<file path="config.mk">
export PLATFORM = sky130hd
export DESIGN_NAME = hilo_ctrl
export DESIGN_NICKNAME = d
export VERILOG_FILES = /design/src/rtl/hilo_ctrl.sv
export SDC_FILE = /design/constraint.sdc
export NUM_CORES = 1
export LEC_CHECK = 0
export ABC_AREA = 0
export BUFFER_PORTS_ARGS = -buffer_cell sky130_fd_sc_hd__buf_2
export CORE_ASPECT_RATIO = 0.8
export CORE_UTILIZATION = 45
export DETAILED_ROUTE_END_ITERATION = 10
export MAX_ROUTING_LAYER = met4
export PLACE_DENSITY = 0.8
export SLEW_MARGIN = 20
export SYNTH_ARGS = -nofsm -noshare
export SYNTH_HDL_FRONTEND = slang
export SYNTH_SLANG_ARGS = --single-unit
</file>
<file path="constraint.sdc">
create_clock -name Clock -period 1.6 [get_ports Clock]
set_input_delay 0 -clock Clock [delete_from_list [all_inputs] [get_ports Clock]]
set_output_delay 0 -clock Clock [all_outputs]
set_load 0.01 [all_outputs]
</file>
<file path="src/rtl/hilo_ctrl.sv">
// HI/LO register controller: sequences the iterative divider and commits HI/LO.
// Optional watchdog abort of a hung divide: define DIV_WATCHDOG_EN.
module hilo_ctrl #(
    parameter int WD_LIMIT = 40
) (
    input  logic        Clock,
    input  logic        Reset,
    input  logic        w_DivOp,
    input  logic [31:0] w_A,
    input  logic [31:0] w_B,
    input  logic        w_DivStop,
    input  logic        w_DivZero,
    input  logic [31:0] w_DIVHI,
    input  logic [31:0] w_DIVLO,
    input  logic        w_MfSel,
    output logic        w_DivStart,
    output logic [31:0] w_DivA,
    output logic [31:0] w_DivB,
    output logic [31:0] w_HI,
    output logic [31:0] w_LO,
    output logic [31:0] w_ReadData,
    output logic        w_Busy,
    output logic        w_DivDone,
    output logic        w_DivZeroExc,
    output logic        w_Timeout
);

    typedef enum logic [1:0] {
        IDLE = 2'd0,
        RUN  = 2'd1,
        DONE = 2'd2,
        EXC  = 2'd3
    } state_t;

    state_t      state_q;
    logic        start_q;
    logic        busy_q;
    logic        done_q;
    logic        exc_q;
    logic [31:0] diva_q;
    logic [31:0] divb_q;
    logic [31:0] hi_q;
    logic [31:0] lo_q;

`ifdef DIV_WATCHDOG_EN
    localparam int CW = $clog2(WD_LIMIT + 1);
    localparam logic [CW-1:0] WD_LAST = CW'(WD_LIMIT - 1);

    logic [CW-1:0] wd_cnt_q;
    logic          timeout_q;
`else
    logic unused_wd;
    assign unused_wd = (WD_LIMIT > 0);
`endif

    always_ff @(posedge Clock) begin
        if (Reset) begin
            state_q <= IDLE;
            start_q <= 1'b0;
            busy_q  <= 1'b0;
            done_q  <= 1'b0;
            exc_q   <= 1'b0;
            diva_q  <= '0;
            divb_q  <= '0;
            hi_q    <= '0;
            lo_q    <= '0;
`ifdef DIV_WATCHDOG_EN
            wd_cnt_q  <= '0;
            timeout_q <= 1'b0;
`endif
        end else begin
            done_q <= 1'b0;
            exc_q  <= 1'b0;
`ifdef DIV_WATCHDOG_EN
            timeout_q <= 1'b0;
`endif
            unique case (state_q)
                IDLE: begin
                    if (w_DivOp) begin
                        busy_q <= 1'b1;
                        if (w_B != 32'd0) begin
                            diva_q  <= w_A;
                            divb_q  <= w_B;
                            start_q <= 1'b1;
                            state_q <= RUN;
`ifdef DIV_WATCHDOG_EN
                            wd_cnt_q <= '0;
`endif
                        end else begin
                            exc_q   <= 1'b1;
                            state_q <= EXC;
                        end
                    end
                end
                RUN: begin
                    // A completed result wins over a late zero flag.
                    if (w_DivStop) begin
                        hi_q    <= w_DIVHI;
                        lo_q    <= w_DIVLO;
                        start_q <= 1'b0;
                        done_q  <= 1'b1;
                        state_q <= DONE;
                    end else if (w_DivZero) begin
                        start_q <= 1'b0;
                        exc_q   <= 1'b1;
                        state_q <= EXC;
`ifdef DIV_WATCHDOG_EN
                    end else if (wd_cnt_q == WD_LAST) begin
                        start_q   <= 1'b0;
                        busy_q    <= 1'b0;
                        timeout_q <= 1'b1;
                        state_q   <= IDLE;
                    end else begin
                        wd_cnt_q <= wd_cnt_q + 1'b1;
`endif
                    end
                end
                DONE: begin
                    busy_q  <= 1'b0;
                    state_q <= IDLE;
                end
                EXC: begin
                    busy_q  <= 1'b0;
                    state_q <= IDLE;
                end
                default: begin
                    start_q <= 1'b0;
                    busy_q  <= 1'b0;
                    state_q <= IDLE;
                end
            endcase
        end
    end

    assign w_DivStart   = start_q;
    assign w_DivA       = diva_q;
    assign w_DivB       = divb_q;
    assign w_HI         = hi_q;
    assign w_LO         = lo_q;
    assign w_Busy       = busy_q;
    assign w_DivDone    = done_q;
    assign w_DivZeroExc = exc_q;
    assign w_ReadData   = w_MfSel ? hi_q : lo_q;

`ifdef DIV_WATCHDOG_EN
    assign w_Timeout = timeout_q;
`else
    assign w_Timeout = 1'b0;
`endif

endmodule

</file>
==> results of run 1 <==
power by group through the flow:
stage,sequential (mW),combinational [mW],clock [mW]
floorplan,3.78,0.558,0
global placement,3.71,1.13,0
detailed placement,3.71,1.14,0
CTS,3.64,1.40,4.59
global route,3.67,1.57,4.75
finish,3.65,1.46,4.54
timing repair:
| item | CTS | global route |
|---|---|---|
| hold buffers | 133 | 0 |
| gates resized for setup | 0 | 7 |
| buffers inserted | 0 | 3 |
| endpoints found under the hold margin | 132 | 0 |
| setup endpoints to repair | 0 | 59 |
synthesized netlist by cell type:
cell type	n
conb_1	1
nor2b_1	2
clkbuf_1	30
mux2i_1	64
nand4_1	2
nand2b_1	130
a21boi_0	2
o21a_1	3
or2_2	1
mux2_2	32
dfxtp_1	134
inv_1	2
buf_4	1
a221oi_1	1
nor2_1	7
buf_2	3
a21oi_1	64
o21ai_0	1
o21bai_1	1
nor3_1	2
buf_6	7
nor4_1	8
buf_1	5
nand2_1	129
per-layer routing:
layer	part of all wire, %	routed length [um]
met5	0	0
met4	4.0	760
met3	5.0	947
met2	52	9970
met1	39	7410
worst reg2reg max path: cells and delay by family, from the launching register on:
kind,cells,cell delay [ps]
and+or+nand+nor,2,360
muxes,1,230
AOI/OAI and AO/OA,1,250
DFF,1,350
buffers and inverters,1,200
cell families (layout without fill, tap and decap cells):
logic type | after synthesis | after routing | share of synthesized area (%)
flops | 134 | 134 | 46.9
mux | 96 | 96 | 17.5
simple gates | 281 | 281 | 24.7
buf+inv | 48 | 478 | 4.20
compound gates | 72 | 72 | 6.63
other cells | 1 | 1 | 0.0655
state kept, by name (all words and copies together), names as in the netlist:
| register | flops |
|---|---|
| w_DivStart | 1 |
| state_q | 2 |
| w_DivDone | 1 |
| w_DivB | 32 |
| w_LO | 32 |
| w_DivZeroExc | 1 |
| w_HI | 32 |
| w_Busy | 1 |
| w_DivA | 32 |
through the flow:
stage	hold WS [ps]	power, mW
final	299	9.64
after global routing	286	9.98
after CTS	174	9.63
after detailed placement	246	4.85
after global placement	240	4.83
after floorplan	136	4.34
area by class of cell:
cell class                      instances  share of cell area (%)
Inverter                                2                  0.0792
Timing Repair Buffer                  444                    32.0
Clock inverter                         11                    2.30
Multi-Input combinational cell        450                    30.1
Sequential cell                       134                    28.3
Clock buffer                           21                    5.07
Tap cell                              171                    2.26
worst max path at each step:
stage	depth (start not counted)	to	slack, ps
2_1_floorplan	6	w_LO[10]	290
3_3_place_gp	6	w_DivA[1]	-10
3_5_place_dp	6	w_DivA[1]	-30
4_1_cts	7	w_DivB[25]	8
5_1_grt	7	w_DivA[0]	-6
6_report	7	w_DivA[14]	-2
==> summary.txt, run 1 <==
Status
  – Outcome: finished, violations left
  – Failing checks: negative setup slack

Placed design
  – RePlAce Congestion: between 0.7 and 0.8
  – Pre-CTS setup slack: -25.7 ps
  – Port buffer count: about 300
  – Dpl cells: about 1100
  – Dpl cell area: about 7400 um^2
  – Half-perimeter wire length after placement: between 10 and 15 mm

Detailed routing
  – Post-DRT Antenna Nets: 0
  – Routed WL per cell: 15.5 um
  – Vias: approximately 6100
  – WL final: 19.1 mm
  – DRT Pass-1 Iters: 5
  – Vias per cell: approximately 5
  – 1st-iter DRT viols: approximately 250
  – DRC Markers: 0

Power
  – Int Pwr: 7.41 mW
  – Clock Power Share: approximately 47%
  – Sw Ratio: 23.1%
  – Maximum VDD drop: between 700 and 800 uV
  – Pwr dens: around 1000 nW/um^2
  – Reg power frac: a little under two fifths
  – LEAKAGE: roughly 4.4 nW
  – NetSw: 2.23 mW
  – Logic pwr share: roughly 15%

Yosys
  – Mapped Nets: 766
  – Mean post-synth cell area: 9.05 um^2
  – Number of library cell types mapped by synthesis: 24
  – Post-synth top area cell: dfxtp_1
  – Post-Synthesis Cells: ~630
  – Cell area after synthesis: around 5700 um^2
  – Post-synthesis register bit count: 134
  – Sequential area share after synthesis: 46.9%
  – Ys Warns: 0
  – Synth top area share: between 40% and 50%
  – Synth area leaders: dfxtp_1 47%, nand2b_1 14%, mux2i_1 11%, nand2_1 8.5%, mux2_2 6.3%

Finish
  – Area delta synth->final: 65.7%
  – Layout cells sized above 1: 36.2%
  – Commonest non-fill, non-tap cells in the layout: 296 x buf_2, 134 x dfxtp_1, 133 x dlygate4sd3_1
  – Register area: about 2700 um^2
  – Total Nets Final: ~1200
  – Final Cell Area: 9480 um^2
  – Fin util: 77.1%
  – FILL cells: between 700 and 800
  – Diode count: 0
  – Multi-input gate area: around 2800 um^2
  – Final Non-Filler Cells: 1233
  – Most common cell after layout, fill and taps aside: buf_2

Global route
  – Global route overflow: 0
  – Largest net degree at the start of global routing: just under 80
  – First-pass GRT wire length: 28.2 mm
  – Met3 Use GR: 5.66%
  – Number of global-route vias before repair: 5939
  – M2 GR Usage: around half
  – GRT Overall Usage: between 20% and 30%
  – GR peak layer: met2
  – Met1 Usage GRT: about 29%
  – Initial antenna violation count: 0

STA
  – Tmin final: 1600 ps
  – Setup Skew: approximately 11 ps
  – Setup ws final: -2.18 ps
  – Final period utilization: 100%
  – Endpoints failing setup: 1
  – Fin. max-slew vios: 0
  – Hold Fails Final Rpt: 0
  – Setup TNS: -2.18 ps
  – Fmax: around 0.62 GHz

Setup path
  – Critical path's top delay family: buffers and inverters
  – Nature of the critical path endpoint: flop
  – Crit path kind: in2reg
  – Slowest stage delay, CP: around 530 ps
  – Crit path DAT: roughly 1900 ps
  – R2r startpoint: state_q[0]
  – CP Buf/Inv Count: 3
  – Worst Path Required: 1920 ps
  – Reg2Reg Setup Slack: ~140 ps
  – R2R cell count: 5
  – Crit-path cells: dlygate4sd3_1, buf_2, nor4_1, nand4_1, o21a_4, buf_12, mux2i_1
  – Crit Reg-Reg Endpoint: w_DivA[14]
  – Critical-path top delay cell: dlygate4sd3_1
  – CP Launch Type: input pin
  – CP Launch Point: w_B[31]
  – Worst-path fanout max: 17

Floorplan
  – FP Rows: 36
  – Core Box Area: 12300 um^2
  – Die H: just over 100 um
  – I/O pin total: 299
  – Die area: 13200 um^2
  – Starting Density: approximately 47%
  – Die W: around 130 um

CTS
  – CTS Sinks: 134
  – CTS Root Cell: clkbuf_16
  – Clk pin slew, worst setup/hold paths: approximately 60 ps
  – CTS Buf Count: 17
  – CTS HTree Levels: 4
  – Bufs on Longest Clock Path: 2
  – CTS tree: yes
  – Clock latency on the worst-skew pair: roughly 400 ps

Hold path
  – Hold Crit Start: w_B[10]
  – Min-Delay Path Class: in2reg
  – Hold Crit Depth: 6
  – Min-Delay Endpoint: state_q[1]

Run
  – Max-cap check violation count: 0
Note: power is estimated with default switching activity, not from simulation.
==> run 2: changes to the inputs <==
BUFFER_PORTS_ARGS = -buffer_cell sky130_fd_sc_hd__buf_4   (was -buffer_cell sky130_fd_sc_hd__buf_2)
CTS_CLUSTER_SIZE = 28   (was not set)
SETUP_SLACK_MARGIN = 0.5   (was not set)
==> summary.txt, run 2 <==
CTS
  – CTS Sinks: 134 (unchanged)
  – CTS HTree Levels: 4 (unchanged)
  – CTS Root Cell: clkbuf_16
  – CTS Buf Count: 17 (unchanged)
  – Bufs on Longest Clock Path: 2 (unchanged)

Status
  – First Err: [ERROR GRT-0232] Routing congestion too high. Check the congestion heatmap in the GUI.
  – Last stage: global routing
  – Outcome: did not finish

Yosys
  – Post-synthesis register bit count: 134 (unchanged)
  – Most common cell in the netlist: dfxtp_1
  – Asr flop ratio synth: 0% (unchanged)
  – Mean post-synth cell area: 9.05 um^2 (unchanged)
  – Number of library cell types mapped by synthesis: 24 (unchanged)
  – Most used DFF post-synth: dfxtp_1
  – Mapped Nets: 766 (unchanged)
  – Cell area after synthesis: 5720 um^2 (unchanged)
  – Post-synth top area cell: dfxtp_1
  – Ys Warns: 0 (unchanged)
  – Post-synth EDFFs: 0 (unchanged)
  – Post-Synthesis Cells: 632 (unchanged)
  – Synth area leaders: dfxtp_1 47%, nand2b_1 14%, mux2i_1 11%, nand2_1 8.5%, mux2_2 6.3%
  – Sequential area share after synthesis: 46.9% (unchanged)
  – Synth cell count leaders: 134 x dfxtp_1, 130 x nand2b_1, 129 x nand2_1, 64 x a21oi_1, 64 x mux2i_1
  – Synth top area share: 46.9% (unchanged)

Floorplan
  – Starting Density: 46.5% (unchanged)
  – Die H: 103 um (unchanged)
  – Die W: 128 um (unchanged)
  – FP Rows: 36 (unchanged)
  – I/O pin total: 299 (unchanged)

STA
  – Crit. endpoint post-GRT repair: w_DivB[5]$_SDFFE_PP0P_/D
  – WEP type: register data pin

Placed design
  – RePlAce Congestion: 0.768 (-3.5%)
  – Port buffer count: 297 (unchanged)
  – Pre-CTS setup slack: 8.00 ps (+33.7 ps)
  – Half-perimeter wire length after placement: 11.8 mm (+9.2%)

Global route
  – Global route overflow: 36
  – Initial antenna violation count: 2
  – Largest net degree at the start of global routing: 66
  – GRT Overall Usage: 72.9%
==> run 2: cell counts after synthesis <==
No cell type changed its count.
==> run 2: cells by family after synthesis <==
| group | Yosys count | share of synthesized area (%) |
|---|---|---|
| simple gates | 281 | 24.7 |
| flops | 134 | 46.9 |
| mux | 96 | 17.5 |
| compound gates | 72 | 6.63 |
| buf+inv | 48 | 4.20 |
| other cells | 1 | 0.0655 |
==> run 2: per-layer routing <==
metal | global-route usage, % | GRT overflow
met5 | - | -
met4 | 78.1 | 19
met3 | 49.5 | 0
met2 | 94.3 | 17
met1 | 69.1 | 0
==> run 2: through the flow <==
step	instances	utilization [%]	area [um^2]
after floorplan	632	-	5800
after global placement	1071	66.7	8200
after detailed placement	1071	66.7	8200
after CTS	1297	89.2	11000
==> run 2: timing repair <==
item	in CTS
hold buffers	130
cloned	2
endpoints found under the setup margin	163
hold endpoints to repair	131
buffers inserted	63
resized for setup	121
==> run 3: changes to the inputs <==
CORE_ASPECT_RATIO = not set   (was 0.8)
CORE_UTILIZATION = 30   (was 45)
CTS_CLUSTER_SIZE = not set   (was 28)
MAX_ROUTING_LAYER = not set   (was met4)
PLACE_DENSITY = not set   (was 0.8)
PLACE_DENSITY_LB_ADDON = 0.15   (was not set)
SETUP_SLACK_MARGIN = not set   (was 0.5)
==> summary.txt, run 3 (same netlist as run 1, synthesis figures left out) <==
Setup path
  – Critical path's top delay family: buffers and inverters
  – CP Buf/Inv Count: 4
  – Nature of the critical path endpoint: flop
  – Critical-path top delay cell: dlygate4sd3_1
  – Slowest stage delay, CP: around 540 ps
  – CP Launch Type: input pin
  – Worst Path Required: between 1500 and 2000 ps
  – Reg2Reg Setup Slack: around 170 ps
  – Worst path most repeated cell: buf_4
  – Crit path DAT: between 1500 and 2000 ps
  – Crit path kind: in2reg
  – Crit-path cells: dlygate4sd3_1, buf_4, nor4_2, nand4_1, buf_4, o21a_4, buf_12, mux2i_4
  – Worst-path fanout max: 30

Detailed routing
  – DRT Pass-1 Iters: 4
  – Vias: around 5700
  – Post-DRT Antenna Nets: 0
  – Routed WL per cell: 14.0 um
  – WL final: 18.0 mm
  – 1st-iter DRT viols: 182
  – DRC Markers: 0
  – Vias per cell: 4.44

Global route
  – Largest net degree at the start of global routing: a little under 90
  – Initial antenna violation count: 0
  – Number of global-route vias before repair: 5469
  – GRT Overall Usage: between 15 and 20%
  – First-pass GRT wire length: 27.9 mm
  – Global route overflow: 0

CTS
  – CTS Buf Count: 17 (unchanged)
  – CTS tree: yes
  – Clk pin slew, worst setup/hold paths: 60 ps
  – CTS HTree Levels: 4 (unchanged)
  – CTS Root Cell: clkbuf_16
  – CTS Sinks: 134 (unchanged)
  – Bufs on Longest Clock Path: 2 (unchanged)
  – Clock latency on the worst-skew pair: 410 ps

STA
  – Setup ws final: -12.6 ps
  – Tmin final: 1610 ps
  – Fmax: 0.620 GHz
  – Hold Fails Final Rpt: 0
  – Final period utilization: 101%
  – Fin. max-slew vios: 0
  – Endpoints failing setup: 1
  – Setup Skew: 9.21 ps
  – Unrepaired setup endpoints after global routing: yes

Placed design
  – Dpl cells: 1123 (+4.9%)
  – Half-perimeter wire length after placement: 11.4 mm (-3.1%)
  – Dpl cell area: 8150 um^2 (-0.61%)
  – Port buffer count: 297 (unchanged)
  – RePlAce Congestion: 0.722 (-6.1%)

Floorplan
  – Die H: 140 um (+36%)
  – Die W: 140 um (+9.4%)
  – Die area: around 20000 um^2
  – I/O pin total: 299 (unchanged)
  – Core Box Area: between 15000 and 20000 um^2
  – Starting Density: 30.6% (-16 points)
  – FP Rows: 50 (+39%)

Finish
  – Layout cells sized above 1: between 30% and 40%
  – Final Cell Area: a little over 10000 um^2
  – Area delta synth->final: 78.6%
  – Total Nets Final: ~1200
  – Final Non-Filler Cells: 1289
  – Most common cell after layout, fill and taps aside: buf_4
  – Commonest non-fill, non-tap cells in the layout: 299 x buf_4, 134 x dfxtp_1, 133 x dlygate4sd3_1
  – Diode count: 0

Status
  – Outcome: finished, violations left
  – Failing checks: negative setup slack

Power
  – Int Pwr: around 7.4 mW
  – Pwr dens: between 900 and 1000 nW/um^2
  – NetSw: between 2 and 2.5 mW
  – Clock Power Share: 45.6%
  – Reg power frac: 37.6%
  – Sw Ratio: 23.5%
  – Maximum VDD drop: 667 uV
  – Logic pwr share: 16.7%
  – LEAKAGE: 4.51 nW

Run
  – Max-cap check violation count: 0

Hold path
  – Min-Delay Path Class: in2reg
==> run 3: layout make-up <==
class | count | area (um^2)
clock buffer | 20 | 437
clock inverter | 11 | 223
fill | 1696 | 8490
inverter | 2 | 7.51
multi-input combinational | 450 | 2880
sequential | 134 | 2680
tap | 234 | 293
timing repair buffer | 438 | 3700
==> run 3: worst paths after layout <==
path / from / endpoint / depth (start not counted)
setup reg to reg: state_q[1] / state_q[0] / 3
hold / removal: w_B[2] / state_q[1] / 6
hold reg to reg: w_Busy / w_Busy / 2
setup / recovery: w_B[7] / w_DivB[23] / 8
==> run 3: what timing repair did <==
action                     4_1_cts  5_1_grt
hold buffers                   133        0
setup buffers                    0        2
hold endpoints to repair       133        0
setup endpoints to repair        0       64
gates resized for setup          0       10
==> run 3: power groups by stage <==
stage | Combinational, mW | Sequential (mW) | Clock (mW)
final | 1.62 | 3.65 | 4.43
after global routing | 1.74 | 3.67 | 4.73
after CTS | 1.61 | 3.65 | 4.55
after detailed placement | 1.34 | 3.72 | 0
after global placement | 1.34 | 3.72 | 0
after floorplan | 0.558 | 3.78 | 0
==> run 3: metrics by stage <==
stage	worst slack, ps	power, mW	setup TNS (ps)	utilization (%)	hold WS (ps)
3_3_place_gp	50.3	5.06	0	43.6	247
4_1_cts	5.57	9.81	0	54.2	189
5_1_grt	-26.8	10.1	-29.2	54.6	195
2_1_floorplan	287	4.34	0	-	136
3_5_place_dp	42.0	5.06	0	43.6	256
6_report	-12.6	9.70	-12.6	54.6	190
==> run 3: layer usage <==
metal	vias to the layer above	global-route usage, %	share of wire [%]
li1	2891	-	-
met1	2618	22.0	44
met2	191	30.0	49
met3	20	5.13	5.8
met4	0	5.49	1.6
met5	-	0	0
==> run 3: worst reg2reg max path: stages, from the launching register on <==
cell,delay [ps]
dfxtp_1,380
nor2_1,230
a21boi_0,210
dlygate4sd3_1,560
==> run 4: changes to the inputs <==
CELL_PAD_IN_SITES_DETAIL_PLACEMENT = 1   (was not set)
CELL_PAD_IN_SITES_GLOBAL_PLACEMENT = 2   (was not set)
CORE_UTILIZATION = 25   (was 30)
==> summary.txt, run 4 (same netlist as run 1, synthesis figures left out) <==
CTS
  – Bufs on Longest Clock Path: 2 (unchanged)
  – CTS tree: yes
  – CTS HTree Levels: 4 (unchanged)
  – CTS Buf Count: 17 (unchanged)
  – Clock latency on the worst-skew pair: 420 ps (about the same)
  – CTS Sinks: 134 (unchanged)
  – Clk pin slew, worst setup/hold paths: 70 ps (about the same)
  – CTS Root Cell: clkbuf_16

Detailed routing
  – Vias per cell: 4.41 (-0.68%)
  – WL final: 21.3 mm (+18%)
  – Routed WL per cell: 15.9 um (+14%)
  – Vias: 5897 (+3.1%)
  – Post-DRT Antenna Nets: 0 (unchanged)
  – 1st-iter DRT viols: 152 (-16%)
  – DRT Pass-1 Iters: 4 (unchanged)
  – DRC Markers: 0 (unchanged)

Global route
  – First-pass GRT wire length: 32.9 mm (+18%)
  – Initial antenna violation count: 0 (unchanged)
  – GRT Overall Usage: 17.7% (-0.13 points)
  – Global route overflow: 0 (unchanged)
  – Number of global-route vias before repair: 6372 (+17%)
  – Largest net degree at the start of global routing: 66 (-24%)

Run
  – Max-cap check violation count: 0 (unchanged)

Power
  – Maximum VDD drop: 543 uV (-19%)
  – Power Total: 9.06 mW (-6.7%)
  – LEAKAGE: 4.50 nW (-0.30%)
  – Int Pwr: 6.66 mW (-10%)
  – Sw Ratio: 26.5% (+3.0 points)
  – Pwr dens: 881 nW/um^2 (-7.2%)
  – Reg power frac: 40.4% (+2.8 points)
  – Logic pwr share: 18.8% (+2.1 points)
  – Clock Power Share: 40.8% (-4.8 points)
  – NetSw: 2.40 mW (+5.2%)

Setup path
  – CP Launch Type: input pin
  – Crit path DAT: 1860 ps (-40 ps)
  – Worst-path fanout max: 18 (-40%)
  – Nature of the critical path endpoint: flop
  – Worst Path Required: 1910 ps (+20 ps)
  – Crit path kind: in2reg

STA
  – Tmin final: 1550 ps (-60.6 ps)
  – Setup TNS: 0 ps (+12.6 ps)
  – Hold Fails Final Rpt: 0 (unchanged)
  – Final period utilization: 97.0% (-3.8 points)
  – Hold Worst Slack: 66.9 ps (-123 ps)
  – Fin. max-slew vios: 0 (unchanged)
  – Worst slew margin: 65.8%
  – Fmax: 0.644 GHz (+3.9%)
  – Setup Skew: 8.91 ps (-0.305 ps)
  – Endpoints failing setup: 0 (-1)
  – Setup ws final: 47.9 ps (+60.6 ps)
  – Least-Margin Pin Slew: about 500 ps

Placed design
  – Half-perimeter wire length after placement: 14.3 mm (+26%)
  – RePlAce Congestion: 0.738 (+2.2%)
  – Dpl cells: 1173 (+4.5%)
  – Pre-CTS setup slack: 63.6 ps (+21.6 ps)
  – Port buffer count: 297 (unchanged)

Floorplan
  – I/O pin total: 299 (unchanged)
  – Die H: 153 um (+9.4%)
  – Die area: 23500 um^2 (+20%)
  – FP Rows: 54 (+8.0%)
  – Core Box Area: 22200 um^2 (+18%)
  – Starting Density: 25.8% (-4.8 points)
  – Die W: 153 um (+9.4%)

Status
  – Outcome: complete, no violations

Finish
  – Final Non-Filler Cells: 1338 (+3.8%)
  – Total Nets Final: 1179 (+0.17%)
  – Area delta synth->final: 79.7%
  – Multi-input gate area: 2920 um^2 (+1.3%)
  – Most common cell after layout, fill and taps aside: buf_4
  – Commonest non-fill, non-tap cells in the layout: 298 x buf_4, 134 x dfxtp_1, 131 x dlygate4sd3_1
  – Layout cells sized above 1: 36.5% (+0.94 points)
  – FILL cells: 2549 (+50%)
  – Diode count: 0 (unchanged)
  – Register area: 2680 um^2 (unchanged)

Hold path
  – Min-Delay Path Class: in2reg
## run 4: cell types whose count changed in the layout (fill, tap and decap cells not counted), moves of 2 or more
cell / previous run / this run
bufinv_16: 6 / 1
mux2i_2: 0 / 3
mux2i_1: 63 / 61
nor4_4: 2 / 5
clkinvlp_4: 1 / 6
clkbuf_1: 3 / 0
dlygate4sd3_1: 133 / 131
clkinv_2: 0 / 4
nor4_1: 2 / 0
## run 4: through the flow
step                      util, %  area (um^2)
final                        46.4        10300
after global routing         46.4        10300
after CTS                    45.7        10100
after detailed placement     37.3         8260
after global placement       37.3         8260
after floorplan                 -         5720
## run 4: cell type report
cell class / count / area share (%)
clock inverters: 15 / 1.27
flip-flops and latches: 134 / 26.1
clock buffers: 17 / 4.14
inverters: 2 / 0.0730
repair buffers: 440 / 36.6
well taps: 280 / 3.41
multi-input cells: 450 / 28.4
## run 4: layer usage
layer / vias up / GRT usage [%] / share of wire, %
li1: 2891 / - / -
met1: 2824 / 18.9 / 39
met2: 160 / 33.7 / 54
met3: 22 / 4.45 / 5.2
met4: 0 / 5.68 / 1.4
met5: - / 0 / 0
## run 4: critical path, cell delays in order
cell,delay [ps]
dlygate4sd3_1,540
buf_4,150
nor4_4,270
nand4_1,220
o21a_4,320
buf_12,180
mux2i_2,160
## run 4: what timing repair did
action / CTS / global route
endpoints found under the setup margin: 0 / 65
hold buffers: 132 / 0
endpoints found under the hold margin: 133 / 0
gates resized for setup: 0 / 19
buffers inserted: 0 / 0
## run 4: final timing paths
kind / start / depth (start not counted) / endpoint / slack (ps)
hold / removal: Reset / 2 / w_HI[9] / 70
hold reg to reg: w_HI[26] / 2 / w_HI[26] / 470
setup / recovery: w_B[11] / 7 / w_DivA[14] / 50
setup reg to reg: state_q[0] / 5 / w_DivA[14] / 140
## run 4: power groups by stage
stage	combinational (mW)	clock [mW]	sequential (mW)
after floorplan	0.558	0	3.78
final	1.70	3.70	3.65
after CTS	1.66	3.83	3.65
after detailed placement	1.39	0	3.73
after global placement	1.36	0	3.72
after global routing	1.83	4.00	3.68
